### src/rtl/mole_game_pkg.sv
// Shared types and constants for the whack-a-mole game controller:
// FSM states, per-level mole lifetimes and the 18-bit population count.
package mole_game_pkg;

  typedef enum logic [1:0] {
    IDLE       = 2'd0,
    WAIT_SPAWN = 2'd1,
    MOLE_UP    = 2'd2,
    GAME_OVER  = 2'd3
  } state_t;

  localparam int SCORE_MAX_DEF = 999;
  localparam int LIFE_W        = 11;

  // How long a mole stays lit, in ms, indexed by the latched difficulty level.
  localparam logic [LIFE_W-1:0] MOLE_LIFE_MS [4] = '{11'd1500, 11'd1000, 11'd700, 11'd500};

  function automatic logic [4:0] popcount18(input logic [17:0] v);
    logic [4:0] c;
    c = '0;
    for (int i = 0; i < 18; i++) begin
      c = c + {4'd0, v[i]};
    end
    return c;
  endfunction

endpackage

### src/rtl/ms_countdown.sv
// Loadable down counter stepped by the millisecond tick; stops at zero.
module ms_countdown #(
  parameter int W = 11
) (
  input  logic         clk,
  input  logic         reset_n,
  input  logic         load,
  input  logic [W-1:0] load_value,
  input  logic         en,
  input  logic         tick,
  output logic [W-1:0] value,
  output logic         zero
);

  localparam logic [W-1:0] ONE = W'(1);

  // Load wins over counting so a re-arm in the same cycle as a tick is not lost.
  always_ff @(posedge clk) begin
    if (!reset_n) begin
      value <= '0;
    end else if (load) begin
      value <= load_value;
    end else if (en && tick && (value != '0)) begin
      value <= value - ONE;
    end
  end

  assign zero = (value == '0);

endmodule

### src/rtl/mole_round_scheduler.sv
// Game-level controller for whack-a-mole: sequences mole spawn/expiry, keeps a
// saturating score from switch edges and runs the per-game seconds countdown.
module mole_round_scheduler
  import mole_game_pkg::*;
#(
  parameter int GAME_SECONDS = 30,
  parameter int MS_PER_SEC   = 1000,
  parameter int SCORE_MAX    = SCORE_MAX_DEF,
  parameter int DELAY_W      = 11
) (
  input  logic               clk,
  input  logic               reset_n,
  input  logic               ms_tick,
  input  logic               start,
  input  logic [1:0]         level,
  input  logic [DELAY_W-1:0] spawn_delay,
  input  logic [17:0]        mole_mask,
  input  logic [17:0]        hit_edge,
  output logic               spawn,
  output logic               clear,
  output logic [9:0]         score,
  output logic [6:0]         time_left,
  output logic [1:0]         level_q,
  output logic [1:0]         state_q,
  output logic               game_over
);

  localparam int SEC_W = (MS_PER_SEC > 1) ? $clog2(MS_PER_SEC) : 1;
  localparam logic [SEC_W-1:0]   SEC_LAST   = SEC_W'(MS_PER_SEC - 1);
  localparam logic [SEC_W-1:0]   SEC_ONE    = SEC_W'(1);
  localparam logic [6:0]         GAME_TIME  = 7'(GAME_SECONDS);
  localparam logic signed [11:0] SCORE_CEIL = 12'(SCORE_MAX);
  localparam logic [9:0]         SCORE_TOP  = 10'(SCORE_MAX);

  state_t             state, state_next;
  logic [SEC_W-1:0]   sec_cnt, sec_next;
  logic [9:0]         score_next, score_sat;
  logic [6:0]         time_next;
  logic [1:0]         level_next;
  logic               spawn_next, clear_next;
  logic               wait_load, wait_en, wait_zero;
  logic               life_load, life_en, life_zero;
  logic [DELAY_W-1:0] wait_cnt;
  logic [LIFE_W-1:0]  life_cnt, life_init;
  logic [4:0]         hits, misses, all_edges, add_pts, sub_pts;
  logic signed [11:0] score_sum;
  logic               cnt_unused;

  assign wait_en   = (state == WAIT_SPAWN);
  assign life_en   = (state == MOLE_UP);
  assign life_init = MOLE_LIFE_MS[level_q];

  ms_countdown #(.W(DELAY_W)) u_wait_cnt (
    .clk        (clk),
    .reset_n    (reset_n),
    .load       (wait_load),
    .load_value (spawn_delay),
    .en         (wait_en),
    .tick       (ms_tick),
    .value      (wait_cnt),
    .zero       (wait_zero)
  );

  ms_countdown #(.W(LIFE_W)) u_life_cnt (
    .clk        (clk),
    .reset_n    (reset_n),
    .load       (life_load),
    .load_value (life_init),
    .en         (life_en),
    .tick       (ms_tick),
    .value      (life_cnt),
    .zero       (life_zero)
  );

  // The controller only ever looks at the counters through their zero flags.
  assign cnt_unused = ^{wait_cnt, life_cnt};

  // Every edge while no mole is up is a miss; while a mole is up, lit edges score.
  always_comb begin
    hits      = popcount18(hit_edge & mole_mask);
    misses    = popcount18(hit_edge & ~mole_mask);
    all_edges = popcount18(hit_edge);
    add_pts   = 5'd0;
    sub_pts   = 5'd0;
    if (state == MOLE_UP) begin
      add_pts = hits;
      sub_pts = misses;
    end else if (state == WAIT_SPAWN) begin
      sub_pts = all_edges;
    end
    score_sum = $signed({2'b00, score}) + $signed({7'd0, add_pts}) - $signed({7'd0, sub_pts});
    if (score_sum < 12'sd0) begin
      score_sat = '0;
    end else if (score_sum > SCORE_CEIL) begin
      score_sat = SCORE_TOP;
    end else begin
      score_sat = score_sum[9:0];
    end
  end

  always_comb begin
    state_next = state;
    sec_next   = sec_cnt;
    score_next = score;
    time_next  = time_left;
    level_next = level_q;
    spawn_next = 1'b0;
    clear_next = 1'b0;
    wait_load  = 1'b0;
    life_load  = 1'b0;

    case (state)
      IDLE, GAME_OVER: begin
        if (start) begin
          state_next = WAIT_SPAWN;
          score_next = '0;
          time_next  = GAME_TIME;
          sec_next   = '0;
          level_next = level;
          wait_load  = 1'b1;
        end
      end

      WAIT_SPAWN, MOLE_UP: begin
        score_next = score_sat;
        if (state == WAIT_SPAWN) begin
          if (wait_zero) begin
            spawn_next = 1'b1;
            life_load  = 1'b1;
            state_next = MOLE_UP;
          end
        end else if ((hits != 5'd0) || life_zero) begin
          clear_next = 1'b1;
          wait_load  = 1'b1;
          state_next = WAIT_SPAWN;
        end

        // End of game overrides any spawn or mole retirement decided above.
        if (ms_tick) begin
          if (sec_cnt == SEC_LAST) begin
            sec_next = '0;
            if (time_left <= 7'd1) begin
              time_next  = 7'd0;
              clear_next = 1'b1;
              spawn_next = 1'b0;
              wait_load  = 1'b0;
              life_load  = 1'b0;
              state_next = GAME_OVER;
            end else begin
              time_next = time_left - 7'd1;
            end
          end else begin
            sec_next = sec_cnt + SEC_ONE;
          end
        end
      end

      default: state_next = IDLE;
    endcase
  end

  always_ff @(posedge clk) begin
    if (!reset_n) begin
      state     <= IDLE;
      sec_cnt   <= '0;
      score     <= '0;
      time_left <= '0;
      level_q   <= '0;
      spawn     <= 1'b0;
      clear     <= 1'b0;
    end else begin
      state     <= state_next;
      sec_cnt   <= sec_next;
      score     <= score_next;
      time_left <= time_next;
      level_q   <= level_next;
      spawn     <= spawn_next;
      clear     <= clear_next;
    end
  end

  assign state_q   = state;
  assign game_over = (state == GAME_OVER);

endmodule

### config.mk
export PLATFORM = sky130hd
export DESIGN_NAME = mole_round_scheduler
export DESIGN_NICKNAME = d
export VERILOG_FILES = /design/src/rtl/mole_game_pkg.sv /design/src/rtl/ms_countdown.sv /design/src/rtl/mole_round_scheduler.sv
export SDC_FILE = /design/constraint.sdc
export NUM_CORES = 1
export LEC_CHECK = 0
export CAP_MARGIN = 20
export CORE_MARGIN = 2
export CORE_UTILIZATION = 35
export DETAILED_ROUTE_END_ITERATION = 8
export SLEW_MARGIN = 20
export SYNTH_ARGS = -nofsm -noshare
export SYNTH_HDL_FRONTEND = slang
export SYNTH_SLANG_ARGS = --single-unit
export TNS_END_PERCENT = 20
### constraint.sdc
create_clock -name clk -period 12.4 [get_ports clk]
set_input_delay 2.48 -clock clk [delete_from_list [all_inputs] [get_ports clk]]
set_output_delay 2.48 -clock clk [all_outputs]
set_load 0.1 [all_outputs]
# After elaboration in Yosys (flattened, before gate mapping)
# Index checks and enable logic that the tools add are counted.
word_totals:
  word_cells: 146
  reg_bits: 55
classes:
  n_lt_le_gt_ge: 4
  eq_ne: 7
  mux: 46
  n_bitwise: 4
  reduce_logical: 19
  add_sub_neg: 57
ops:
  columns: ["op", "n"]
  rows:
  - ["5-bit by 1-bit adder with 5-bit output", 39]
  - ["11-bit 2-to-1 mux", 6]
  - ["10-bit 2-to-1 mux", 5]
  - ["10-bit case mux with 2 select lines", 2]
  - ["18-bit AND", 2]
  - ["7-bit 2-to-1 mux", 4]
  - ["11-bit binary-select mux with 2-bit select", 1]
  - ["11-bit zero test", 2]
  - ["11-bit nonzero test", 2]
  - ["11-bit by 1-bit subtractor with 11-bit output, second input constant", 2]
  - ["18-bit inverter", 1]
  - ["4-bit by 1-bit adder with 5-bit output", 3]
  - ["1-bit 2-to-1 mux", 15]
  - ["5-bit 2-to-1 mux", 3]
  - ["2-bit 2-to-1 mux", 7]
  - ["7-bit case mux with 2 select lines", 1]
  - ["3-bit by 1-bit adder with 4-bit output", 3]
  - ["12-bit by 11-bit greater-than comparator with 1-bit output, second input constant", 1]
  - ["12-bit by 1-bit < comparator with 1-bit output, second input constant", 1]
  - ["11-bit by 5-bit subtractor with 12-bit output", 1]
  - ["10-bit by 5-bit adder with 11-bit output", 1]
  - ["10-bit by 1-bit adder with 10-bit output, second input constant", 1]
  - ["10-bit == test, second input constant", 1]
  - ["2-bit by 1-bit adder with 3-bit output", 3]
  - ["18 further kinds", 30]

# Logic depth before layout (Yosys ltp)
# Gate-level depths: netlist (run 1).
depth:
  depth_word: 27
  mapped_depth: 26

# By module
# Synthesis (run 1) repeated with hierarchy kept, for this count alone.
hier_totals:
  hier_cells: 629
  area_unflattened_um2: 5283.8
by_module_without_submodules:
  columns: ["mod", "area_each_um2", "seq_area_each_um2", "instances", "cells_each"]
  rows:
  - ["mole_round_scheduler", 3892.5, 660.6, 1, 463]
  - ["ms_countdown", 695.7, 220.2, 2, 83]

# Least setup slack after synthesis (run 1)
# No wires, ideal clock.
synth_path:
  path_type: "in2reg"
  startpoint: "input port hit_edge[0]"
  endpoint: "register score[3]"
  t_arrival_ns: 8.795
  t_required_ns: 12.281
  cell_stages: 25
  path_slack_ns: 3.486
  setup_ns: 0.119
  cell_sequence: "inv_1 > nor2_1 > fa_1 > inv_1 > fa_1 > fa_1 > fa_1 > inv_1 > fa_1 > ha_1 > fa_1 > a21o_1 > a21o_1 > a22oi_1 > fa_1 > ha_1 > buf_2 > nand3_1 > o211a_4 > nor4b_1 > or4_1 > buf_2 > xnor2_4 > nor2_1 > a32o_1"
synth_between:
  elab_chain_cells: 25
synth_rtl:
  columns: ["item", "line_no", "source"]
  rows:
  - ["start: declaration", "mole_round_scheduler.sv:18", "input logic [17:0] hit_edge,"]
  - ["18-bit AND", "mole_round_scheduler.sv:80", "hits = popcount18(hit_edge & mole_mask);"]
  - ["1-bit by 1-bit adder with 2-bit output", "mole_game_pkg.sv:22", "c = c + {4'd0, v[i]};"]
  - ["2-bit by 1-bit adder with 3-bit output", "mole_game_pkg.sv:22", null]
  - ["3-bit by 1-bit adder with 4-bit output", "mole_game_pkg.sv:22", null]
  - ["4-bit by 1-bit adder with 5-bit output", "mole_game_pkg.sv:22", null]
  - ["5-bit by 1-bit adder with 5-bit output (13 in series)", "mole_game_pkg.sv:22", null]
  - ["5-bit 2-to-1 mux", "mole_round_scheduler.sv:85", "if (state == MOLE_UP) begin"]
  - ["10-bit by 5-bit adder with 11-bit output", "mole_round_scheduler.sv:91", "score_sum = $signed({2'b00, score}) + $signed({7'd0, add_pts}) - $signed({7'd0, sub_pts});"]
  - ["11-bit by 5-bit subtractor with 12-bit output (*)", "mole_round_scheduler.sv:91", null]
  - ["12-bit by 11-bit greater-than comparator with 1-bit output", "mole_round_scheduler.sv:94", "end else if (score_sum > SCORE_CEIL) begin"]
  - ["10-bit 2-to-1 mux", "mole_round_scheduler.sv:94", null]
  - ["10-bit 2-to-1 mux (*)", "mole_round_scheduler.sv:92", "if (score_sum < 12'sd0) begin"]
  - ["10-bit case mux with 2 select lines (*)", "mole_round_scheduler.sv:112", "case (state)"]
  - ["end signal: assignment", "mole_round_scheduler.sv:174", "score <= score_next;"]
  - ["end: declaration", "mole_round_scheduler.sv:21", "output logic [9:0] score,"]
# Mark *: on every way between the ends. The rest lies on a longest branch, timed or not.
# A chain may end at the register's enable or synchronous reset.

# Worst setup path after layout (run 1)
layout_path:
  startpoint: "input port hit_edge[0]"
  endpoint: "register score[4]"
# The elaborated chain is that of the path after synthesis.

==> impl_metrics.yaml, run 1 <==
cts:
  ctsResizeCount: 0
  path_clk_slew_ns: 0.07
  cts_tree: "yes"
  cts_sinks: 55
  htreeDepth: 2
  cts_setup_buffers: 0
  clkLatencyLatePin_ns: 0.30
  root_buffer: "clkbuf_16"
  numCtsBuffers: 5
  cts_buffer_depth: 2
  ctsHoldBuffers: 0
cells_and_area:
  post-route-util_pct: 43.82
  area_delta_synth_final_pct: 20.99
  final_nets: 808
  n_antenna_cell: 0
  drive_gt1_share_pct: 2.703
  fillers: 1459
drt:
  vias_per_cell: 4.973
  dr.first_iter.drc_count: 147
  drt_wl_total_um: 11690
  post_drt_wl_per_cell_um: 13.82
  ant_nets: 0
  via_count: 4207
  drcViolationCount: 0
  first_pass_iters: 5
yosys:
  synth_top_family_by_area: "adder cells"
  syn_area_um2: 5066
  synth-adder-area-share_pct: 28.30
  yosys.cell_types.count: 54
  yosys.area.top_type: "dfxtp_1"
  synth_edf_count: 0
  ys_seq_area_share_pct: 21.73
  synth_ff_type: "dfxtp_1"
  ys_warn_count: 0
  postSynthAreaPerCell_um2: 8.444
  yosys.area.top_type_share_pct: 21.73
  synthMuxAreaShare_pct: 0.5927
  synthTopCellsByCount: "inv_1 (73), dfxtp_1 (55), nor2_1 (52)"
  syn_inst: 600
  synth_xor_area_share_pct: 7.113
  synth_seq_cells: 55
  synth_area_leaders: "dfxtp_1 (22%), fa_1 (16%), ha_1 (12%)"
  synthesis.nets: 743
  synthArstFlopShare_pct: 0
  synth_compound_area_share_pct: 14.60
  yosysMostFrequentCell: "inv_1"
  synth-simple-area-share_pct: 20.57
placed_design:
  port_buffers: 76
  gp_congestion: 0.8583
  post-dp-hpwl_um: 9535
setup_path:
  cp.arrival_ns: 9.58
  critPathSlowestCell: "or4_1"
  crit_chain: "clkdlybuf4s50_1, inv_1, nor2_1, fa_1, inv_1, fa_1, fa_1, fa_1, inv_1, fa_1, ha_1, fa_1, a21o_1, a21o_1, a22oi_1, fa_1, ha_1, nand3_1, o211a_4, nor4b_1, or4_1, xnor2_4, nor2_1, a32o_1"
  cp_max_fo: 7
  cp-start-kind: "input pin"
  cp_common_cell: "fa_1"
  timing_worst_setup_path_type: "in -> reg"
  worstSetupEndpointType: "register"
  ff2ff_setup_slack_ns: 8.32
  r2r_cells: 12
  required_ns: 12.59
  slowest_delay_ns: 0.67
sta:
  drv_slew: 0
  tns_ns: 0
  setup_violations: 0
  clock_skew_ns: 0.009087
  max_slew_margin_pct: 32.20
  final-hold-violation-count: 0
  min_period_ns: 9.392
  fmax_mhz: 106.5
  rsz0062_at_grt: "no"
  worst_slew_pin_slew_ns: 1.014
  fin_crit_sh_pct: 75.74
die:
  io_pins: 77
  start_util_pct: 36.22
  die_x_um: 124.3
  core_um2: 13990
  die_y_um: 124.3
  rows: 43
  fp.dieArea_um2: 15450
global_routing:
  grt_pass1_vias: 4234
  antenna_found_initial: 0
  grt_max_degree: 30
  grt_pass1_wl_um: 19820
  gr-total-overflow: 0
  grt_usage_pct: 15.23
power_and_ir_drop:
  irDropWorstVdd_uv: 101.3
  p_leak_nw: 2.641
  pwr_density_cell_nw_per_um2: 204.3
worst_hold_path:
  whs_path_depth: 2
  hold_path.class: "reg -> reg"
run_status:
  status: "finished clean"
run:
  maxCapViolations: 0
where the power goes:
group / internal, W / switching, W / total [W]
logic: 0.000363 / 0.000521 / 0.000884
registers: 0.000197 / 0.0000238 / 0.000221
clock network: 0.0000809 / 0.0000668 / 0.000148
layer usage:
metal	up-vias	wire length (µm)	GRT usage (%)
met1	1967	5574	20.14
met3	6	456	2.448
met2	91	5579	26.20
li1	2143	-	-
met5	-	0	0
met4	0	83	3.371
layout make-up:
cell class / instances / area (µm²) / area share (%)
sequential: 55 / 1101 / 17.96
clock buffer: 6 / 138.9 / 2.266
tap: 180 / 225.2 / 3.674
clock inverter: 2 / 16.27 / 0.2654
inverter: 73 / 274.0 / 4.470
timing repair buffer: 77 / 768.2 / 12.53
multi-input combinational: 453 / 3606 / 58.83
worst max-delay path: cells and delay by family:
kind	cells	cell delay [ns]
adders and majority gates	9	4.09
xor gates and xnor gates	1	0.28
AOI/OAI and AO/OA	5	1.02
and+or+nand+nor	5	1.06
buffers and inverters	4	0.63
layout by cell type (no fill, tap or decap), types with 9 or more instances in the layout:
| cell type | n |
|---|---|
| clkdlybuf4s50_1 | 76 |
| inv_1 | 73 |
| dfxtp_1 | 55 |
| nor2_1 | 52 |
| nand2_1 | 51 |
| ha_1 | 49 |
| fa_1 | 41 |
| a21oi_1 | 34 |
| o21ai_0 | 27 |
| xnor2_1 | 22 |
| nand3_1 | 20 |
| and2_1 | 16 |
| xor2_1 | 16 |
| a211oi_1 | 14 |
| a21o_1 | 11 |
| nor4_1 | 10 |
| nand4_1 | 10 |
| nand2b_1 | 9 |
| nor3_1 | 9 |
stage by stage:
step	setup slack, ns	hold WS (ns)	total power [W]	cells	instance area (µm²)
2_1_floorplan	3.486	0.4427	0.0009123	600	5066
3_3_place_gp	2.807	0.4538	0.001084	838	5974
3_5_place_dp	2.686	0.4603	0.001100	838	5974
4_1_cts	3.010	0.4711	0.001258	846	6130
5_1_grt	2.710	0.5167	0.001363	846	6130
6_report	3.008	0.4703	0.001252	846	6130
cells by family (layout without fill, tap and decap cells):
kind of cell	count (synthesis)	after routing
buf+inv	92	158
xor+xnor	39	39
flops	55	55
simple gates	208	208
fa+ha+maj	90	90
mux	3	3
compound gates	113	113
final timing paths:
| kind | from | endpoint |
|---|---|---|
| setup / recovery | hit_edge[0] | score[4] |
| hold / removal | u_life_cnt.value[10] | u_life_cnt.value[10] |
| setup reg to reg | state_q[1] | score[4] |
| hold reg to reg | u_life_cnt.value[10] | u_life_cnt.value[10] |
state kept, by name (all words and copies together) (netlist names):
signal,cells
score,10
u_wait_cnt.value,11
sec_cnt,10
level_q,2
time_left,7
spawn,1
state_q,2
clear,1
u_life_cnt.value,11
Note: power is estimated with default switching activity, not from simulation.
==> run 2, diff against run 1 <==
==> constraint.sdc (replaced) <==
create_clock -name clk -period 8.75 [get_ports clk]
set_input_delay 1.75 -clock clk [delete_from_list [all_inputs] [get_ports clk]]
set_output_delay 1.75 -clock clk [all_outputs]
set_load 0.1 [all_outputs]
==> run 2 against run 1 <==
- clock-buffer cell count rose by 1
- largest power group unchanged
- register-to-register slack got worse by 3.4 ns
- sequential share of layout area is 0.40 points lower
- sequential cell count unchanged
- combinational power rose by 55%
- hold slack better by 0.0048 ns
- via count up 1.9%
- clock power increased by 45%
- power grew 52%
- highest routed layer unchanged
- largest cell class unchanged
- non-clock buffer count is 15 higher
- critical path depth did not move
- global-route usage is 0.50 points higher
==> impl_metrics.yaml, run 2 (synthesis results as in run 1) <==
setup_path:
  cp_common_cell: "fa_1"
  worstSetupEndpointType: "register"
  crit_chain: "clkdlybuf4s50_1, nor2_1, fa_1, inv_1, fa_1, fa_1, fa_1, inv_1, fa_1, ha_1, fa_1, a21o_1, a21o_1, a22oi_1, fa_1, ha_2, buf_4, nand4_1, and3_1, o21ai_0, xor2_1, nand4_1, buf_4, a32o_1"
  path_delay_family: "adder cells"
  ff2ff_setup_slack_ns: 4.88
  critPathSlowestCell: "fa_1"
  rr_endpoint: "score[3]"
  slowest_delay_ns: 0.56
  cp.arrival_ns: 8.57
  required_ns: 8.94
  timing_worst_setup_path_type: "in -> reg"
  cp_max_fo: 5
  timing.rr.start: "state_q[1]"
  cp-start-kind: "input pin"
  r2r_cells: 13
  worst-path-buf-inv: 5
global_routing:
  grt_pass1_vias: 4342
  gr-total-overflow: 0
  grt_use_met2_pct: 26.78
  grt_usage_pct: 15.74
  gr-max-usage-layer: "met2"
  grt_pass1_wl_um: 20580
  grt_max_degree: 30
  grt_use_met3_pct: 2.277
  met1_usage_pct: 21.23
  antenna_found_initial: 0
placed_design:
  port_buffers: 76
  place_ws_ns: -0.1714
  dp.cells: 852
  gp_congestion: 0.8745
  post-dp-hpwl_um: 9581
cells_and_area:
  area_delta_synth_final_pct: 23.76
  largestRegisters: "u_life_cnt.value (11), u_wait_cnt.value (11)"
  final_common_cell: "clkdlybuf4s50_1"
  final_cells: 861
  layout_common_cells: "clkdlybuf4s50_1 (76), inv_1 (73), dfxtp_1 (55)"
  drive_gt1_share_pct: 5.580
  n_antenna_cell: 0
  final_nets: 823
sta:
  min_period_ns: 8.380
  setup_violations: 0
  setup_slack_ns: 0.3701
  fmax_mhz: 119.3
  fin_worst_hold_slack_ns: 0.4751
  fin_crit_sh_pct: 95.77
  drv_slew: 0
  worst_slew_pin_slew_ns: 1.047
  clock_skew_ns: 0.009439
  final-hold-violation-count: 0
  max_slew_margin_pct: 29.99
  rsz0062_at_grt: "no"
die:
  die_y_um: 124.3
  core_um2: 13990
  start_util_pct: 36.22
  rows: 43
  fp.dieArea_um2: 15450
  io_pins: 77
  die_x_um: 124.3
power_and_ir_drop:
  p_sw_w: 0.0008881
  internal_power_w: 0.001011
  clkPwrFrac_pct: 11.3
  pwr_density_cell_nw_per_um2: 302.9
  power_switching_share_pct: 46.76
  finalPower_w: 0.001899
  p_comb_share_pct: 72.2
  p_leak_nw: 2.716
  seqPwrFrac_pct: 16.5
  irDropWorstVdd_uv: 141.8
run:
  maxCapViolations: 0
cts:
  htreeDepth: 2
  cts_tree: "yes"
  numCtsBuffers: 5
  cts_sinks: 55
  path_clk_slew_ns: 0.07
  cts_buffer_depth: 2
  root_buffer: "clkbuf_16"
  ctsHoldBuffers: 0
  clkLatencyLatePin_ns: 0.30
worst_hold_path:
  min_to: "u_life_cnt.value[10]"
  holdCritStartpoint: "u_life_cnt.value[10]"
  hold_path.class: "reg -> reg"
  whs_path_depth: 2
drt:
  first_pass_iters: 5
  via_count: 4285
  dr.first_iter.drc_count: 238
  ant_nets: 0
  vias_per_cell: 4.977
  post_drt_wl_per_cell_um: 13.66
  drt_wl_total_um: 11760
  drcViolationCount: 0
run_status:
  status: "finished clean"
## run 2: final cells by class
| type | count | area [µm²] |
|---|---|---|
| Clock inverter | 1 | 7.507 |
| Inverter | 73 | 274.0 |
| Sequential cell | 55 | 1101 |
| Tap cell | 180 | 225.2 |
| Timing Repair Buffer | 92 | 880.8 |
| Multi-Input combinational cell | 453 | 3628 |
| Fill cell | 1388 | 7719 |
| Clock buffer | 7 | 152.6 |
## run 2: routing by layer
| layer | vias to the layer above | wire length [µm] |
|---|---|---|
| li1 | 2178 | - |
| met1 | 2004 | 5528 |
| met2 | 92 | 5640 |
| met3 | 11 | 461 |
| met4 | 0 | 133 |
| met5 | - | 0 |
## run 2: how the worst max path moves through the flow
| stage | endpoint | start | cells past startpoint | slack [ns] |
|---|---|---|---|---|
| detailed placement | score[3] | hit_edge[0] | 24 | -0.17 |
| CTS | score[3] | mole_mask[0] | 23 | 0.14 |
| global route | score[2] | hit_edge[13] | 25 | 0.02 |
| finish | score[3] | mole_mask[0] | 24 | 0.37 |
| global placement | score[3] | hit_edge[1] | 24 | -0.02 |
| floorplan | score[3] | hit_edge[0] | 25 | 0.57 |
## run 2: power groups by stage
stage | combinational (W) | sequential (W) | clock (W)
finish | 0.00137 | 0.000314 | 0.000214
CTS | 0.00134 | 0.000314 | 0.000222
detailed placement | 0.00133 | 0.000319 | 0
global placement | 0.00131 | 0.000318 | 0
global route | 0.00153 | 0.000318 | 0.000230
floorplan | 0.000872 | 0.000421 | 0
## run 2: repair_timing
item / 4_1_cts / 5_1_grt
buffers inserted: 0 / 1
hold endpoints to repair: 0 / 0
setup endpoints to repair: 0 / 8
gates resized for setup: 0 / 5
## run 2: stage by stage
step                      setup TNS, ns  instance area [µm²]  util, %
after detailed placement        -0.6938                 6080    43.46
after global placement         -0.03781                 6080    43.46
after CTS                             0                 6240    44.61
after global routing                  0                 6270    44.82
after floorplan                       0                 5066        -
final                                 0                 6270    44.82
## run 2: worst register-to-register path, stage by stage (launching register included)
cell      delay [ns]
dfxtp_1         0.44
ha_1            0.47
o21ai_0         0.23
fa_1            0.54
inv_1           0.07
ha_1            0.30
a21o_1          0.18
a21o_1          0.21
xor2_1          0.26
a211oi_1        0.12
nor4_1          0.40
nand4_1         0.13
buf_4           0.18
a32o_1          0.24
==> run 3, diff against run 2 <==
--- a/config.mk
+++ b/config.mk
@@ -6,11 +6,12 @@
 export NUM_CORES = 1
 export LEC_CHECK = 0
 export CAP_MARGIN = 20
-export CORE_MARGIN = 2
-export CORE_UTILIZATION = 35
+export CORE_MARGIN = 1.5
+export CORE_UTILIZATION = 25
 export DETAILED_ROUTE_END_ITERATION = 8
 export SLEW_MARGIN = 20
 export SYNTH_ARGS = -nofsm -noshare
 export SYNTH_HDL_FRONTEND = slang
+export SYNTH_HIERARCHICAL = 1
 export SYNTH_SLANG_ARGS = --single-unit
 export TNS_END_PERCENT = 20
==> run 3 against run 2 <==
- register-to-register slack got worse by 0.02 ns
- die area increased by 42%
- clock-buffer cell count unchanged
- sequential cell count unchanged
- first-iteration DRC count decreased by 28%
- via count increased by 3.8%
- global-route usage decreased by 3.9 points
- setup slack got worse by 0.082 ns
- cell area increased by 5.5%
- routed wire length increased by 5.6%
- fmax decreased by 0.96%
- critical path type unchanged
- critical endpoint is now score[2]
==> impl_metrics.yaml, run 3 <==
run_status:
  status: "finished clean"
yosys:
  syn_inst: 629
  syn_area_um2: 5284
  ys_warn_count: 6
  yosys.area.top_type: "dfxtp_1"
  ys_seq_area_share_pct: 20.84
  synth_ff_type: "dfxtp_1"
  synthArstFlopShare_pct: 0
  synth_seq_cells: 55
  yosys.cell_types.count: 63
  yosysMostFrequentCell: "inv_1"
  synth_area_leaders: "dfxtp_1 (21%), fa_1 (16%), ha_1 (12%)"
  yosys.area.top_type_share_pct: 20.84
  postSynthAreaPerCell_um2: 8.400
  synthTopCellsByCount: "inv_1 (75), dfxtp_1 (55), nand2_1 (55), nor2_1 (55), ha_1 (49)"
  synth_edf_count: 0
setup_path:
  ff2ff_setup_slack_ns: 4.86
  rr_endpoint: "score[2]"
  cp-start-kind: "input pin"
  critPathSlowestCell: "fa_1"
  timing.rr.start: "state_q[1]"
  worstSetupPathDepth: 24
  cp-endpoint: "score[2]"
  required_ns: 8.97
  slowest_delay_ns: 0.55
  worst-path-buf-inv: 4
  startpoint: "hit_edge[15]"
  crit_chain: "clkdlybuf4s50_1, inv_1, nor2_1, fa_1, fa_1, inv_1, fa_1, fa_1, inv_1, fa_1, ha_1, fa_1, a21o_1, a21o_1, a22oi_2, fa_1, ha_1, a21o_1, o21bai_2, o21a_1, or3b_1, nor4_4, nor2_1, a211oi_2"
  r2r_cells: 13
  timing_worst_setup_path_type: "in -> reg"
  path_delay_family: "adder cells"
  worstSetupEndpointType: "register"
  cp_common_cell: "fa_1"
  cp_max_fo: 4
  cp.arrival_ns: 8.68
die:
  core_um2: 20890
  io_pins: 77
  die_x_um: 148.4
  fp.dieArea_um2: 22020
  die_y_um: 148.4
  start_util_pct: 25.30
  rows: 53
cts:
  root_buffer: "clkbuf_16"
  path_clk_slew_ns: 0.07
  cts_buffer_depth: 2
  numCtsBuffers: 5
  cts_sinks: 55
  clkLatencyLatePin_ns: 0.30
  htreeDepth: 2
  cts_tree: "yes"
cells_and_area:
  layout_common_cells: "clkdlybuf4s50_1 (76), inv_1 (75), nand2_1 (55), nor2_1 (55), dfxtp_1 (55)"
  area_delta_synth_final_pct: 25.24
  final_common_cell: "clkdlybuf4s50_1"
  final_nets: 858
  drive_gt1_share_pct: 6.564
  n_antenna_cell: 0
  largestRegisters: "u_life_cnt/value (11), u_wait_cnt/value (11)"
  final_cells: 991
sta:
  setup_slack_ns: 0.2886
  min_period_ns: 8.461
  tns_ns: 0
  max_slew_margin_pct: 31.15
  clock_skew_ns: 0.006864
  setup_violations: 0
  drv_slew: 0
  fin_crit_sh_pct: 96.70
  worst_slew_pin_slew_ns: 1.030
  fmax_mhz: 118.2
  final-hold-violation-count: 0
placed_design:
  dp.cells: 983
  port_buffers: 76
  post-dp-hpwl_um: 10320
  gp_congestion: 0.8808
  place_ws_ns: -0.1086
drt:
  vias_per_cell: 4.488
  drt_wl_total_um: 12430
  drcViolationCount: 0
  via_count: 4448
  post_drt_wl_per_cell_um: 12.54
  ant_nets: 0
  dr.first_iter.drc_count: 172
  first_pass_iters: 5
power_and_ir_drop:
  p_leak_nw: 2.807
  pwr_density_cell_nw_per_um2: 353.3
  irDropWorstVdd_uv: 207.1
global_routing:
  grt_pass1_wl_um: 21450
  grt_usage_pct: 11.83
  gr-total-overflow: 0
  grt_max_degree: 28
  antenna_found_initial: 0
  grt_pass1_vias: 4445
worst_hold_path:
  hold_path.class: "reg -> reg"
run:
  maxCapViolations: 0
==> run 3: area by class of cell <==
| type | count | area [µm²] |
|---|---|---|
| Clock buffer | 7 | 132.6 |
| Timing Repair Buffer | 93 | 888.4 |
| Inverter | 75 | 281.5 |
| Sequential cell | 55 | 1101 |
| Clock inverter | 1 | 5.005 |
| Tap cell | 275 | 344.1 |
| Multi-Input combinational cell | 485 | 3865 |
| Fill cell | 2255 | 14270 |
==> run 3: cells by family (layout without fill, tap and decap cells) <==
logic type	after synthesis	in the layout	synth area share, %
other cells	2	3	0.1421
fa+ha+maj	90	90	27.14
flops	55	55	20.84
simple gates	225	225	22.73
xor+xnor	25	25	4.144
compound gates	138	138	17.76
mux	4	4	0.8051
buf+inv	90	176	6.441
==> run 3: how the worst min path moves through the flow <==
| stage | startpoint | end | slack [ns] | cells after the start |
|---|---|---|---|---|
| finish | score[6] | score[6] | 0.47 | 2 |
| detailed placement | score[6] | score[6] | 0.47 | 2 |
| global placement | score[5] | score[5] | 0.47 | 2 |
| CTS | score[6] | score[6] | 0.48 | 2 |
| floorplan | u_life_cnt/value[4] | u_life_cnt/value[4] | 0.47 | 2 |
| global route | score[6] | score[6] | 0.50 | 2 |
==> run 3: report_power, final <==
part / leakage, nW / total (W) / internal (W) / switching, W
clock network: 0.0679 / 0.000199 / 0.000106 / 0.0000925
logic: 2.29 / 0.00177 / 0.000732 / 0.00104
registers: 0.449 / 0.000372 / 0.000306 / 0.0000657
total: 2.81 / 0.00234 / 0.00114 / 0.00119
==> run 3: what timing repair did <==
action	in CTS	in global routing
resized for setup	0	3
endpoints found under the setup margin	0	10
hold buffers	0	0
buffers inserted	0	0
==> run 3: per-stage QoR <==
stage	util, %	area, µm²	power (W)	hold WS [ns]
after detailed placement	30.93	6461	0.002131	0.4701
after floorplan	-	5288	0.001687	0.4684
after global routing	31.68	6618	0.002581	0.4987
after CTS	31.59	6599	0.002349	0.4808
final	31.68	6618	0.002338	0.4733
after global placement	30.93	6461	0.002119	0.4705
==> run 3: metal layers <==
metal	wire, µm	vias up	global-route usage [%]
met1	6090	2031	16.24
met3	562	9	1.933
met2	5644	88	19.53
met4	127	0	2.574
li1	-	2320	-
met5	0	-	0
==> run 3: worst register-to-register path: cells and delay by family, from the launching register on <==
family	cells	cell delay [ns]
compound gates	5	1.15
xor+xnor	1	0.13
fa+ha+maj	3	1.53
buf+inv	2	0.26
flops	1	0.43
simple gates	2	0.32
